**config.mk**
```make
export PLATFORM = sky130hd
export DESIGN_NAME = regfile_write_arbiter
export DESIGN_NICKNAME = d
export VERILOG_FILES = /design/src/rtl/regfile_write_arbiter.sv
export SDC_FILE = /design/constraint.sdc
export NUM_CORES = 1
export LEC_CHECK = 0
export BUFFER_PORTS_ARGS = -buffer_cell sky130_fd_sc_hd__buf_2
export CAP_MARGIN = 20
export CORE_ASPECT_RATIO = 1.2
export CORE_MARGIN = 4
export CORE_UTILIZATION = 51
export DETAILED_ROUTE_END_ITERATION = 8
export PLACE_DENSITY = 0.87
export SYNTH_ARGS = -nofsm -noshare
export SYNTH_HDL_FRONTEND = slang
export SYNTH_SLANG_ARGS = --single-unit
```
**constraint.sdc**
```tcl
create_clock -name clk -period 3.3 [get_ports clk]
set_input_delay 0.495 -clock clk [delete_from_list [all_inputs] [get_ports clk]]
set_output_delay 0.495 -clock clk [all_outputs]
set_load 0.01 [all_outputs]
```
**src/rtl/regfile_write_arbiter.sv**
```systemverilog
// Register-file write-port arbiter: two 2-entry writeback queues (ALU, load),
// round-robin grant, registered write port and a pending-write hazard mask.
module regfile_write_arbiter #(
    parameter int W                = 16,
    parameter bit ZERO_REG_DISCARD = 1'b0
) (
    input  logic         clk,
    input  logic         reset_asynchronous,
    input  logic         flush,
    input  logic         req0_valid,
    output logic         req0_ready,
    input  logic [3:0]   req0_address,
    input  logic [W-1:0] req0_data,
    input  logic         req1_valid,
    output logic         req1_ready,
    input  logic [3:0]   req1_address,
    input  logic [W-1:0] req1_data,
    output logic         write_enable,
    output logic [3:0]   write_address,
    output logic [W-1:0] write_data,
    output logic [15:0]  pending_mask,
    output logic [7:0]   conflict_count
);

    // Queue storage: entry 0 is always the head.
    logic [3:0]   r_q_addr [2][2];
    logic [W-1:0] r_q_data [2][2];
    logic [1:0]   r_count  [2];
    logic         r_ptr;
    logic [7:0]   r_conflict;
    logic         r_we;
    logic [3:0]   r_waddr;
    logic [W-1:0] r_wdata;

    logic [3:0]   w_in_addr [2];
    logic [W-1:0] w_in_data [2];
    logic [1:0]   w_nonempty;
    logic [1:0]   w_ready;
    logic [1:0]   w_push;
    logic [1:0]   w_pop;
    logic         w_grant1;
    logic [3:0]   w_head_addr;
    logic [W-1:0] w_head_data;
    logic [15:0]  w_mask;

    assign w_in_addr[0] = req0_address;
    assign w_in_addr[1] = req1_address;
    assign w_in_data[0] = req0_data;
    assign w_in_data[1] = req1_data;

    // Ready comes from the registered count only, so a full queue never accepts.
    always_comb begin
        w_nonempty[0] = (r_count[0] != 2'd0);
        w_nonempty[1] = (r_count[1] != 2'd0);
        w_ready[0]    = (r_count[0] < 2'd2);
        w_ready[1]    = (r_count[1] < 2'd2);
        w_grant1      = w_nonempty[1] && (!w_nonempty[0] || r_ptr);
        w_pop[0]      = !flush && w_nonempty[0] && !w_grant1;
        w_pop[1]      = !flush && w_grant1;
        w_push[0]     = !flush && req0_valid && w_ready[0];
        w_push[1]     = !flush && req1_valid && w_ready[1];
        w_head_addr   = w_grant1 ? r_q_addr[1][0] : r_q_addr[0][0];
        w_head_data   = w_grant1 ? r_q_data[1][0] : r_q_data[0][0];
    end

    // Per-queue FIFO update; a push into a popping queue lands behind the survivor.
    always_ff @(posedge clk or posedge reset_asynchronous) begin
        if (reset_asynchronous) begin
            for (int k = 0; k < 2; k++) begin
                r_count[k] <= 2'd0;
                for (int e = 0; e < 2; e++) begin
                    r_q_addr[k][e] <= 4'd0;
                    r_q_data[k][e] <= {W{1'b0}};
                end
            end
        end else if (flush) begin
            r_count[0] <= 2'd0;
            r_count[1] <= 2'd0;
        end else begin
            for (int k = 0; k < 2; k++) begin
                case ({w_push[k], w_pop[k]})
                    2'b10: begin
                        r_q_addr[k][r_count[k][0]] <= w_in_addr[k];
                        r_q_data[k][r_count[k][0]] <= w_in_data[k];
                        r_count[k] <= r_count[k] + 2'd1;
                    end
                    2'b01: begin
                        r_q_addr[k][0] <= r_q_addr[k][1];
                        r_q_data[k][0] <= r_q_data[k][1];
                        r_count[k] <= r_count[k] - 2'd1;
                    end
                    2'b11: begin
                        if (r_count[k] == 2'd1) begin
                            r_q_addr[k][0] <= w_in_addr[k];
                            r_q_data[k][0] <= w_in_data[k];
                        end else begin
                            r_q_addr[k][0] <= r_q_addr[k][1];
                            r_q_data[k][0] <= r_q_data[k][1];
                            r_q_addr[k][1] <= w_in_addr[k];
                            r_q_data[k][1] <= w_in_data[k];
                        end
                    end
                    default: begin
                        r_count[k] <= r_count[k];
                    end
                endcase
            end
        end
    end

    // Grant bookkeeping and the registered write port.
    always_ff @(posedge clk or posedge reset_asynchronous) begin
        if (reset_asynchronous) begin
            r_ptr      <= 1'b0;
            r_conflict <= 8'd0;
            r_we       <= 1'b0;
            r_waddr    <= 4'd0;
            r_wdata    <= {W{1'b0}};
        end else if (flush) begin
            r_we <= 1'b0;
        end else begin
            if ((&w_nonempty) && (r_conflict != 8'hFF)) begin
                r_conflict <= r_conflict + 8'd1;
            end
            if (|w_pop) begin
                r_waddr <= w_head_addr;
                r_wdata <= w_head_data;
                r_we    <= !(ZERO_REG_DISCARD && (w_head_addr == 4'd0));
                r_ptr   <= !w_grant1;
            end else begin
                r_we <= 1'b0;
            end
        end
    end

    // Hazard mask over every live queue entry plus the write in flight.
    always_comb begin
        w_mask = 16'h0000;
        for (int k = 0; k < 2; k++) begin
            w_mask = w_mask | ((r_count[k] != 2'd0) ? (16'h0001 << r_q_addr[k][0]) : 16'h0000);
            w_mask = w_mask | ((r_count[k] == 2'd2) ? (16'h0001 << r_q_addr[k][1]) : 16'h0000);
        end
        w_mask = w_mask | (r_we ? (16'h0001 << r_waddr) : 16'h0000);
    end

    assign req0_ready     = w_ready[0];
    assign req1_ready     = w_ready[1];
    assign write_enable   = r_we;
    assign write_address  = r_waddr;
    assign write_data     = r_wdata;
    assign pending_mask   = w_mask;
    assign conflict_count = r_conflict;

endmodule

```
==> results of run 1 <==
critical path, cell delays in order, from the launching register on:
cell and delay (ns):
dfrtp_1 0.48, inv_1 0.12, ha_1 0.36, nor3b_1 0.62, a22oi_1 0.23, nand3_1 0.11
buf_2 0.13
state kept, by name (all words and copies together), names as in the netlist:
signal,cells
write_address,4
r_q_addr,16
r_q_data,64
r_ptr,1
r_count,4
write_enable,1
conflict_count,8
write_data,16
Yosys cell counts, drive strengths merged, types with 11 or more instances:
master,count
a21oi,11
a22oi,14
a31oi,59
buf,17
clkbuf,24
dfrtp,114
inv,11
mux2,41
nand2,107
nand3,52
nor2,77
nor2b,11
nor3,12
nor3b,11
cells by family (layout without fill, tap and decap cells):
kind of cell               after synthesis  in the layout
xor gates and xnor gates                11             11
adders and majority gates                7              7
buffers and inverters                   52            147
DFF                                    114            114
and+or+nand+nor                        293            293
AOI/OAI and AO/OA                      112            112
muxes                                   41             41
power by group through the flow:
stage / clock (mW) / combinational [mW] / sequential, mW
after floorplan: 0 / 2.31 / 2.52
after global placement: 0 / 3.03 / 2.73
after detailed placement: 0 / 3.14 / 2.78
after CTS: 1.94 / 3.19 / 2.77
after global routing: 2.02 / 3.53 / 2.86
final: 1.93 / 3.21 / 2.80
timing repair:
action | 4_1_cts | 5_1_grt
endpoints found under the hold margin | 0 | 1
hold buffers | 0 | 1
setup endpoints to repair | 0 | 0
through the flow:
stage | setup WS, ns | instances
floorplan | 1.20 | 630
global placement | 0.733 | 844
detailed placement | 0.527 | 845
CTS | 0.364 | 877
global route | 0.173 | 879
finish | 0.332 | 879
final timing paths:
| path | startpoint | to | cells after the start |
|---|---|---|---|
| max | r_count[2] | pending_mask[9] | 6 |
| min | req0_data[3] | r_q_data[51] | 3 |
| max reg2reg | r_count[2] | r_q_addr[6] | 6 |
| min reg2reg | conflict_count[7] | conflict_count[7] | 1 |
| max in group asynchronous | reset_asynchronous | r_q_data[11] | 4 |
| min in group asynchronous | reset_asynchronous | conflict_count[6] | 3 |
layout make-up:
class / instances / area [um^2] / share of cell area [%]
Multi-Input combinational cell: 464 / 2740 / 38.9
Clock buffer: 18 / 439 / 6.24
Timing Repair Buffer: 104 / 588 / 8.35
Tap cell: 154 / 193 / 2.74
Inverter: 11 / 45.0 / 0.640
Clock inverter: 14 / 188 / 2.66
Sequential cell: 114 / 2850 / 40.5
metal layers:
layer	vias up	routed length (um)	share of wire, %
met2	258	8210	49
met5	-	0	0
met4	0	644	3.8
met3	45	1360	8.1
li1	2390	-	-
met1	2580	6660	39
==> impl_metrics.json, run 1 <==
{
  "worst_pin_slew_ns": 0.838,
  "via_count": 5273,
  "ys_ff_latch": 114,
  "p_total_mw": 7.94,
  "cp.arrival_ns": 2.47,
  "ir_worst_vdd_uv": 581,
  "synthArstFlopShare_pct": 100,
  "ys_types": 43,
  "gr-usage-met2_pct": 41.7,
  "drv_cap": 0,
  "cp-start-kind": "flop",
  "ys_warn_count": 0,
  "clkTransAtPathRegs_ns": 0.05,
  "antennaDiodeCount": 0,
  "cts_tree": "built",
  "synth_xor_area_share_pct": 1.66,
  "ant_nets": 0,
  "first_pass_iters": 5,
  "gr-max-usage-layer": "met2",
  "grt_max_degree": 46,
  "initial_core_util_pct": 52.3,
  "synthAdderAreaFrac_pct": 1.51,
  "dp_hpwl_um": 11600,
  "row_count": 42,
  "p_leak_nw": 3.13,
  "overflow": 0,
  "final_core_util_pct": 63.5,
  "post_cts_resized": 0,
  "clk_latency_ns": 0.41,
  "yosys.area.top_type_share_pct": 49.2,
  "fin_tns_setup_ns": 0,
  "core_area_um2": 11100,
  "rsz0062_at_grt": "false",
  "grt_use_met1_pct": 32.3,
  "antenna_found_initial": 0,
  "die_w_um": 105,
  "swShare_pct": 41.3,
  "run_status": "complete, no violations",
  "ys.flop_type": "dfrtp_1",
  "fin_area_um2": 7040,
  "synthToLayoutAreaGrowth_pct": 21.4,
  "synth_top_family_by_area": "simple AND/OR/NAND/NOR gates",
  "seq_area_frac_synth_pct": 49.2,
  "wl_um": 16900,
  "end_kind": "output pin",
  "gp_congestion": 0.992,
  "syn_inst": 630,
  "cts_max_level": 4,
  "final.fill_count": 882,
  "io_pins": 92,
  "drt_iter0_drc": 438,
  "yosys.area_share.simple_pct": 22.8,
  "path_class": "reg2out",
  "clkSinkCount": 114,
  "p_int_mw": 4.66,
  "cts_buffers": 17,
  "synth_edf_count": 0,
  "viasPerCell": 6.00,
  "yosys-top-cells-area": "dfrtp_1 49%, mux2_2 7.8%, nand2_1 6.9%",
  "timing.fmax_mhz": 337,
  "synth_top_area_cell": "dfrtp_1",
  "wl_per_cell_um": 19.2,
  "p_seq_share_pct": 35.3,
  "post_dp_cell_area_um2": 6390,
  "hp-class": "in2reg",
  "num-nets-final": 764,
  "setup_viol": 0,
  "grt_pass1_vias": 5219,
  "final_hold_viol_count": 0,
  "drc_errors": 0,
  "final.min_clock_period_ns": 2.97,
  "cts_buffer_depth": 2,
  "synth_compound_area_share_pct": 12.9,
  "period_share_pct": 89.9,
  "syn_nets": 682,
  "die-area_um2": 13200,
  "cts_root_buf": "clkbuf_16",
  "p_sw_mw": 3.28,
  "syn_area_um2": 5800,
  "mostFrequentLayoutCells": "114 x dfrtp_1, 107 x nand2_1, 91 x buf_2",
  "final_common_cell": "dfrtp_1",
  "avgSynthCellArea_um2": 9.21,
  "finalMaxSlewViolations": 0,
  "drive_gt1_share_pct": 25.2,
  "clockPowerShare_pct": 24.3,
  "grt_pass1_wl_um": 27200,
  "grt_use_met3_pct": 7.26,
  "clock_skew_ns": 0.00759,
  "gr-usage-all-layers_pct": 26.0,
  "die_h_um": 125,
  "relSlewSlack_pct": 44.0,
  "crit_path_max_fanout": 12,
  "combinationalPowerShare_pct": 40.5,
  "synthMuxAreaShare_pct": 7.96,
  "power.density_nw_per_um2": 1130,
  "port_buffers": 91,
  "r2r_slack_ns": 0.46,
  "cts_setup_buffers": 0,
  "cp_data_required_time_ns": 2.80,
  "hold_ws_ns": 0.329
}
Power figures use the tool's default switching activity.
==> inputs of run 2 (changes only) <==
--- a/config.mk
+++ b/config.mk
@@ -5,13 +5,14 @@
 export SDC_FILE = /design/constraint.sdc
 export NUM_CORES = 1
 export LEC_CHECK = 0
+export ABC_AREA = 1
 export BUFFER_PORTS_ARGS = -buffer_cell sky130_fd_sc_hd__buf_2
 export CAP_MARGIN = 20
 export CORE_ASPECT_RATIO = 1.2
 export CORE_MARGIN = 4
-export CORE_UTILIZATION = 51
+export CORE_UTILIZATION = 53
 export DETAILED_ROUTE_END_ITERATION = 8
-export PLACE_DENSITY = 0.87
+export PLACE_DENSITY = 0.88
 export SYNTH_ARGS = -nofsm -noshare
 export SYNTH_HDL_FRONTEND = slang
 export SYNTH_SLANG_ARGS = --single-unit
==> constraint.sdc (replaced) <==
create_clock -name clk -period 3.3 [get_ports clk]
set_input_delay 0.495 -clock clk [delete_from_list [all_inputs] [get_ports clk]]
set_output_delay 0.495 -clock clk [all_outputs]
set_load 0.02 [all_outputs]
==> impl_metrics.json, run 2 <==
{
  "first_pass_iters": 6,
  "synth_top_area_cell": "dfrtp_1",
  "row_count": 47,
  "cts_buffers": 17,
  "drv_cap": 0,
  "grt_max_degree": 92,
  "p_leak_nw": 4.39,
  "cp-start-kind": "flop",
  "die_w_um": 116,
  "period_share_pct": 84.1,
  "cts_max_level": 4,
  "ys_warn_count": 0,
  "yosys-top-cells-area": "dfrtp_1 38%, nand2_1 18%, nor2_1 8.7%",
  "port_buffers": 91,
  "rsz0062_at_grt": "false",
  "gp_congestion": 0.932,
  "worstRegToRegCells": 11,
  "run_status": "complete, no violations",
  "num-nets-final": 1226,
  "yosys-top-cells-count": "356 x nand2_1, 172 x nor2_1, 114 x dfrtp_1, 82 x inv_1, 71 x nand4_1",
  "avgSynthCellArea_um2": 6.69,
  "p_sw_mw": 4.46,
  "final_core_util_pct": 62.2,
  "synthToLayoutAreaGrowth_pct": 15.1,
  "drt_iter0_drc": 792,
  "mostFrequentLayoutCells": "356 x nand2_1, 170 x nor2_1, 114 x dfrtp_1",
  "worst_pin_slew_ns": 0.787,
  "timing.fmax_mhz": 360,
  "hp-class": "in2async",
  "cts_tree": "built",
  "syn_area_um2": 7440,
  "drc_errors": 0,
  "wl_um": 20400,
  "r2r_slack_ns": 0.66,
  "io_pins": 92,
  "end_kind": "output pin",
  "syn_inst": 1112,
  "cts_buffer_depth": 2,
  "clkSinkCount": 114,
  "worstReg2RegStart": "r_count[3]",
  "ant_nets": 0,
  "yosys.area.top_type_share_pct": 38.3,
  "synthArstFlopShare_pct": 100,
  "relSlewSlack_pct": 47.4,
  "cp_data_required_time_ns": 2.80,
  "cp.arrival_ns": 2.28,
  "dp_hpwl_um": 14100,
  "final_common_cell": "nand2_1",
  "antennaDiodeCount": 0,
  "crit_path_max_fanout": 7,
  "die_h_um": 138,
  "swShare_pct": 48.0,
  "drive_gt1_share_pct": 16.3,
  "overflow": 0,
  "fin_area_um2": 8560,
  "ir_worst_vdd_uv": 666,
  "post_cts_resized": 0,
  "r2r_end": "write_data[11]",
  "syn_nets": 1164,
  "yosys.cell_count.top_type": "nand2_1",
  "path_class": "reg2out",
  "fin_tns_setup_ns": 0,
  "cts_setup_buffers": 0,
  "p_int_mw": 4.83,
  "clk_latency_ns": 0.42,
  "synth_edf_count": 0,
  "final_hold_viol_count": 0,
  "postCtsHoldBufs": 0,
  "via_count": 7694,
  "antenna_found_initial": 0,
  "hold_ws_ns": 0.132,
  "core_area_um2": 13800,
  "setup_viol": 0,
  "combinationalPowerShare_pct": 50.2,
  "die-area_um2": 16000,
  "clock_skew_ns": 0.00656,
  "largest_reg_flops": 64,
  "clkTransAtPathRegs_ns": 0.06,
  "cts_root_buf": "clkbuf_16",
  "ys_types": 33,
  "clockPowerShare_pct": 20.8,
  "initial_core_util_pct": 54.1,
  "grt_pass1_vias": 7234,
  "wl_per_cell_um": 15.1,
  "viasPerCell": 5.67,
  "largest-register": "r_q_data",
  "seq_area_frac_synth_pct": 38.3,
  "p_seq_share_pct": 29.0,
  "ys_ff_latch": 114,
  "gr-usage-all-layers_pct": 26.7,
  "finalMaxSlewViolations": 0,
  "post_dp_cell_area_um2": 7950,
  "grt_pass1_wl_um": 34300,
  "ys.flop_type": "dfrtp_1",
  "final.min_clock_period_ns": 2.77,
  "power.density_nw_per_um2": 1090
}
## run 2: cell count changes after synthesis, moves of 14 or more
cell / change
nand2_1: +249
nor2_1: +95
nand4_1: +69
or2_2: +18
a22oi_1: -14
o21ai_0: +49
o21ai_1: +15
o21ai_2: +22
inv_1: +71
a21oi_1: +19
a31oi_1: -59
mux2_2: -40
## run 2: critical path, cell delays in order (launching register included)
cell,delay (ns)
dfrtp_1,0.50
inv_1,0.20
ha_1,0.29
or2_2,0.37
inv_1,0.14
nand2_1,0.07
nand4_1,0.12
buf_2,0.18
## run 2: logic make-up after synthesis
family / share of synthesized area, %
simple gates: 40.5
compound gates: 10.5
flops: 38.3
fa+ha+maj: 1.18
xor+xnor: 0.824
buf+inv: 8.59
## run 2: layout make-up
type	count	area (um^2)
clock buffers	18	439
clock inverters	14	176
fillers	1215	5200
inverters	85	323
multi-input cells	848	3960
flip-flops and latches	114	2850
well taps	171	214
repair buffers	108	596
## run 2: worst max path at each step
stage | startpoint | endpoint | slack, ns | cells after the start
5_1_grt | r_count[0] | pending_mask[15] | 0.39 | 8
3_3_place_gp | r_count[0] | r_q_addr[8] | 0.78 | 9
3_5_place_dp | r_count[0] | r_q_addr[9] | 0.66 | 9
2_1_floorplan | r_count[2] | pending_mask[0] | 0.80 | 8
6_report | r_count[0] | pending_mask[5] | 0.53 | 7
4_1_cts | r_count[0] | pending_mask[5] | 0.55 | 7
## run 2: through the flow
stage               setup slack, ns  total power, mW  std cells
floorplan                     0.802             6.06       1112
global placement              0.783             7.13       1326
detailed placement            0.664             7.30       1326
CTS                           0.550             9.27       1358
global route                  0.394             10.0       1358
finish                        0.525             9.30       1358
## run 2: metal layers
layer | track usage (%) | routed length (um) | up-vias
li1 | - | - | 3727
met1 | 34.6 | 8480 | 3570
met2 | 44.3 | 9960 | 348
met3 | 4.70 | 1460 | 49
met4 | 10.6 | 552 | 0
met5 | 0 | 0 | -
## run 2: power by group through the flow
stage | clock, mW | sequential [mW] | combinational, mW
2_1_floorplan | 0 | 2.67 | 3.39
3_3_place_gp | 0 | 2.66 | 4.48
3_5_place_dp | 0 | 2.67 | 4.62
4_1_cts | 1.95 | 2.67 | 4.65
5_1_grt | 2.01 | 2.77 | 5.25
6_report | 1.93 | 2.70 | 4.67
==> inputs of run 3 (changes only) <==
--- a/config.mk
+++ b/config.mk
@@ -5,14 +5,14 @@
 export SDC_FILE = /design/constraint.sdc
 export NUM_CORES = 1
 export LEC_CHECK = 0
-export ABC_AREA = 1
+export ABC_AREA = 0
 export BUFFER_PORTS_ARGS = -buffer_cell sky130_fd_sc_hd__buf_2
 export CAP_MARGIN = 20
 export CORE_ASPECT_RATIO = 1.2
 export CORE_MARGIN = 4
-export CORE_UTILIZATION = 53
+export CORE_UTILIZATION = 51
 export DETAILED_ROUTE_END_ITERATION = 8
-export PLACE_DENSITY = 0.88
+export PLACE_DENSITY = 0.87
 export SYNTH_ARGS = -nofsm -noshare
 export SYNTH_HDL_FRONTEND = slang
 export SYNTH_SLANG_ARGS = --single-unit
==> constraint.sdc (replaced) <==
create_clock -name clk -period 2.2 [get_ports clk]
set_input_delay 0.33 -clock clk [delete_from_list [all_inputs] [get_ports clk]]
set_output_delay 0.33 -clock clk [all_outputs]
set_load 0.02 [all_outputs]
==> impl_metrics.json, run 3 (synthesis gave the netlist of run 1 again) <==
{
  "gp_congestion": 0.963,
  "clkSinkCount": 114,
  "placed_cells": 873,
  "ir_worst_vdd_uv": 1090,
  "initial_core_util_pct": 52.3,
  "drc_errors": 0,
  "clk_latency_ns": 0.42,
  "setup_viol": 56,
  "io_pins": 92,
  "fin_tns_setup_ns": -4.17,
  "timing.fmax_mhz": 426,
  "core_area_um2": 11100,
  "row_count": 42,
  "wl_per_cell_um": 23.1,
  "viasPerCell": 6.40,
  "antenna_found_initial": 0,
  "final_cells": 920,
  "drv_cap": 0,
  "layout_setup_ws_ns": -0.147,
  "final.min_clock_period_ns": 2.35,
  "largest_reg_flops": 64,
  "cts_buffer_depth": 2,
  "rsz0062_at_grt": "true",
  "failed_checks": "negative setup slack",
  "cp-start-kind": "flop",
  "largest-register": "r_q_data",
  "drive_gt1_share_pct": 34.6,
  "relSlewSlack_pct": 51.7,
  "cts_max_level": 4,
  "port_buffers": 91,
  "wl_um": 21300,
  "grt_pass1_wl_um": 30600,
  "first_pass_iters": 5,
  "hp-class": "in2async",
  "grt_pass1_vias": 5612,
  "mostFrequentLayoutCells": "114 x dfrtp_1, 107 x nand2_1, 82 x buf_2",
  "dp_slack_ns": 0.104,
  "drt_iter0_drc": 681,
  "cp_data_required_time_ns": 2.50,
  "period_share_pct": 107,
  "p_leak_nw": 3.42,
  "worst_pin_slew_ns": 0.706,
  "crit_path_max_fanout": 5,
  "worstReg2RegStart": "r_count[3]",
  "power.density_nw_per_um2": 1760,
  "grt_max_degree": 115,
  "antennaDiodeCount": 0,
  "gr-usage-all-layers_pct": 29.7,
  "finalMaxSlewViolations": 0,
  "via_count": 5889,
  "die_w_um": 105,
  "die-area_um2": 13200,
  "dp_hpwl_um": 13300,
  "p_total_mw": 13.5,
  "startpoint": "r_count[3]",
  "die_h_um": 125,
  "cts_root_buf": "clkbuf_16",
  "final_hold_viol_count": 0,
  "run_status": "finished, violations left",
  "synthToLayoutAreaGrowth_pct": 32.2,
  "final_common_cell": "dfrtp_1",
  "overflow": 0,
  "path_class": "reg2reg",
  "cp.arrival_ns": 2.65,
  "end_kind": "flop",
  "num-nets-final": 808,
  "cts_tree": "built",
  "clock_skew_ns": 0.0126,
  "clkTransAtPathRegs_ns": 0.06,
  "ant_nets": 0,
  "cts_buffers": 17
}
## run 3: what timing repair did
item / in CTS / in global routing
setup buffers: 11 / 4
resized for setup: 52 / 21
endpoints found under the hold margin: 0 / 0
pin swaps: 13 / 6
setup endpoints to repair: 16 / 76
hold buffers: 0 / 0
cloned: 0 / 5
## run 3: worst max-delay path: stages (launching register included)
cell and delay [ns]:
dfrtp_1 0.43, inv_2 0.07, ha_2 0.19, or2_4 0.25, or3_4 0.40, a21oi_4 0.32
clkbuf_16 0.22, mux2_2 0.33
## run 3: worst paths after layout
check,to,slack [ns],cells past startpoint
max,r_q_data[41],-0.15,7
min,r_q_data[11],0.05,3
max reg2reg,r_q_data[41],-0.15,7
min reg2reg,conflict_count[7],0.50,1
max in group asynchronous,conflict_count[2],1.66,3
min in group clk,r_q_addr[8],0.16,2
## run 3: power breakdown
| part | switching (mW) | total [mW] | leakage (nW) | internal, mW |
|---|---|---|---|---|
| registers | 1.06 | 4.21 | 1.33 | 3.15 |
| clock network | 0.918 | 2.59 | 0.280 | 1.67 |
| logic | 3.94 | 6.69 | 1.81 | 2.74 |
| total | 5.92 | 13.5 | 3.42 | 7.56 |
## run 3: metal layers
layer | track usage, % | wire (um)
met3 | 5.81 | 1820
met1 | 33.5 | 7200
met2 | 51.6 | 10600
met4 | 17.5 | 1600
met5 | 0 | 0
## run 3: area by class of cell
type	count	area, um^2
well taps	154	193
clock buffers	23	498
multi-input cells	464	2960
repair buffers	148	1060
flip-flops and latches	114	2850
fillers	762	3420
clock inverters	6	55.1
inverters	11	45.0
## run 3: through the flow
| step | utilization, % | instance area (um^2) | hold WS, ns |
|---|---|---|---|
| 2_1_floorplan | - | 5800 | 0.454 |
| 3_3_place_gp | 59.8 | 6630 | 0.476 |
| 3_5_place_dp | 59.8 | 6630 | 0.478 |
| 4_1_cts | 67.3 | 7460 | 0.124 |
| 5_1_grt | 69.2 | 7670 | 0.132 |
| 6_report | 69.2 | 7670 | 0.0514 |
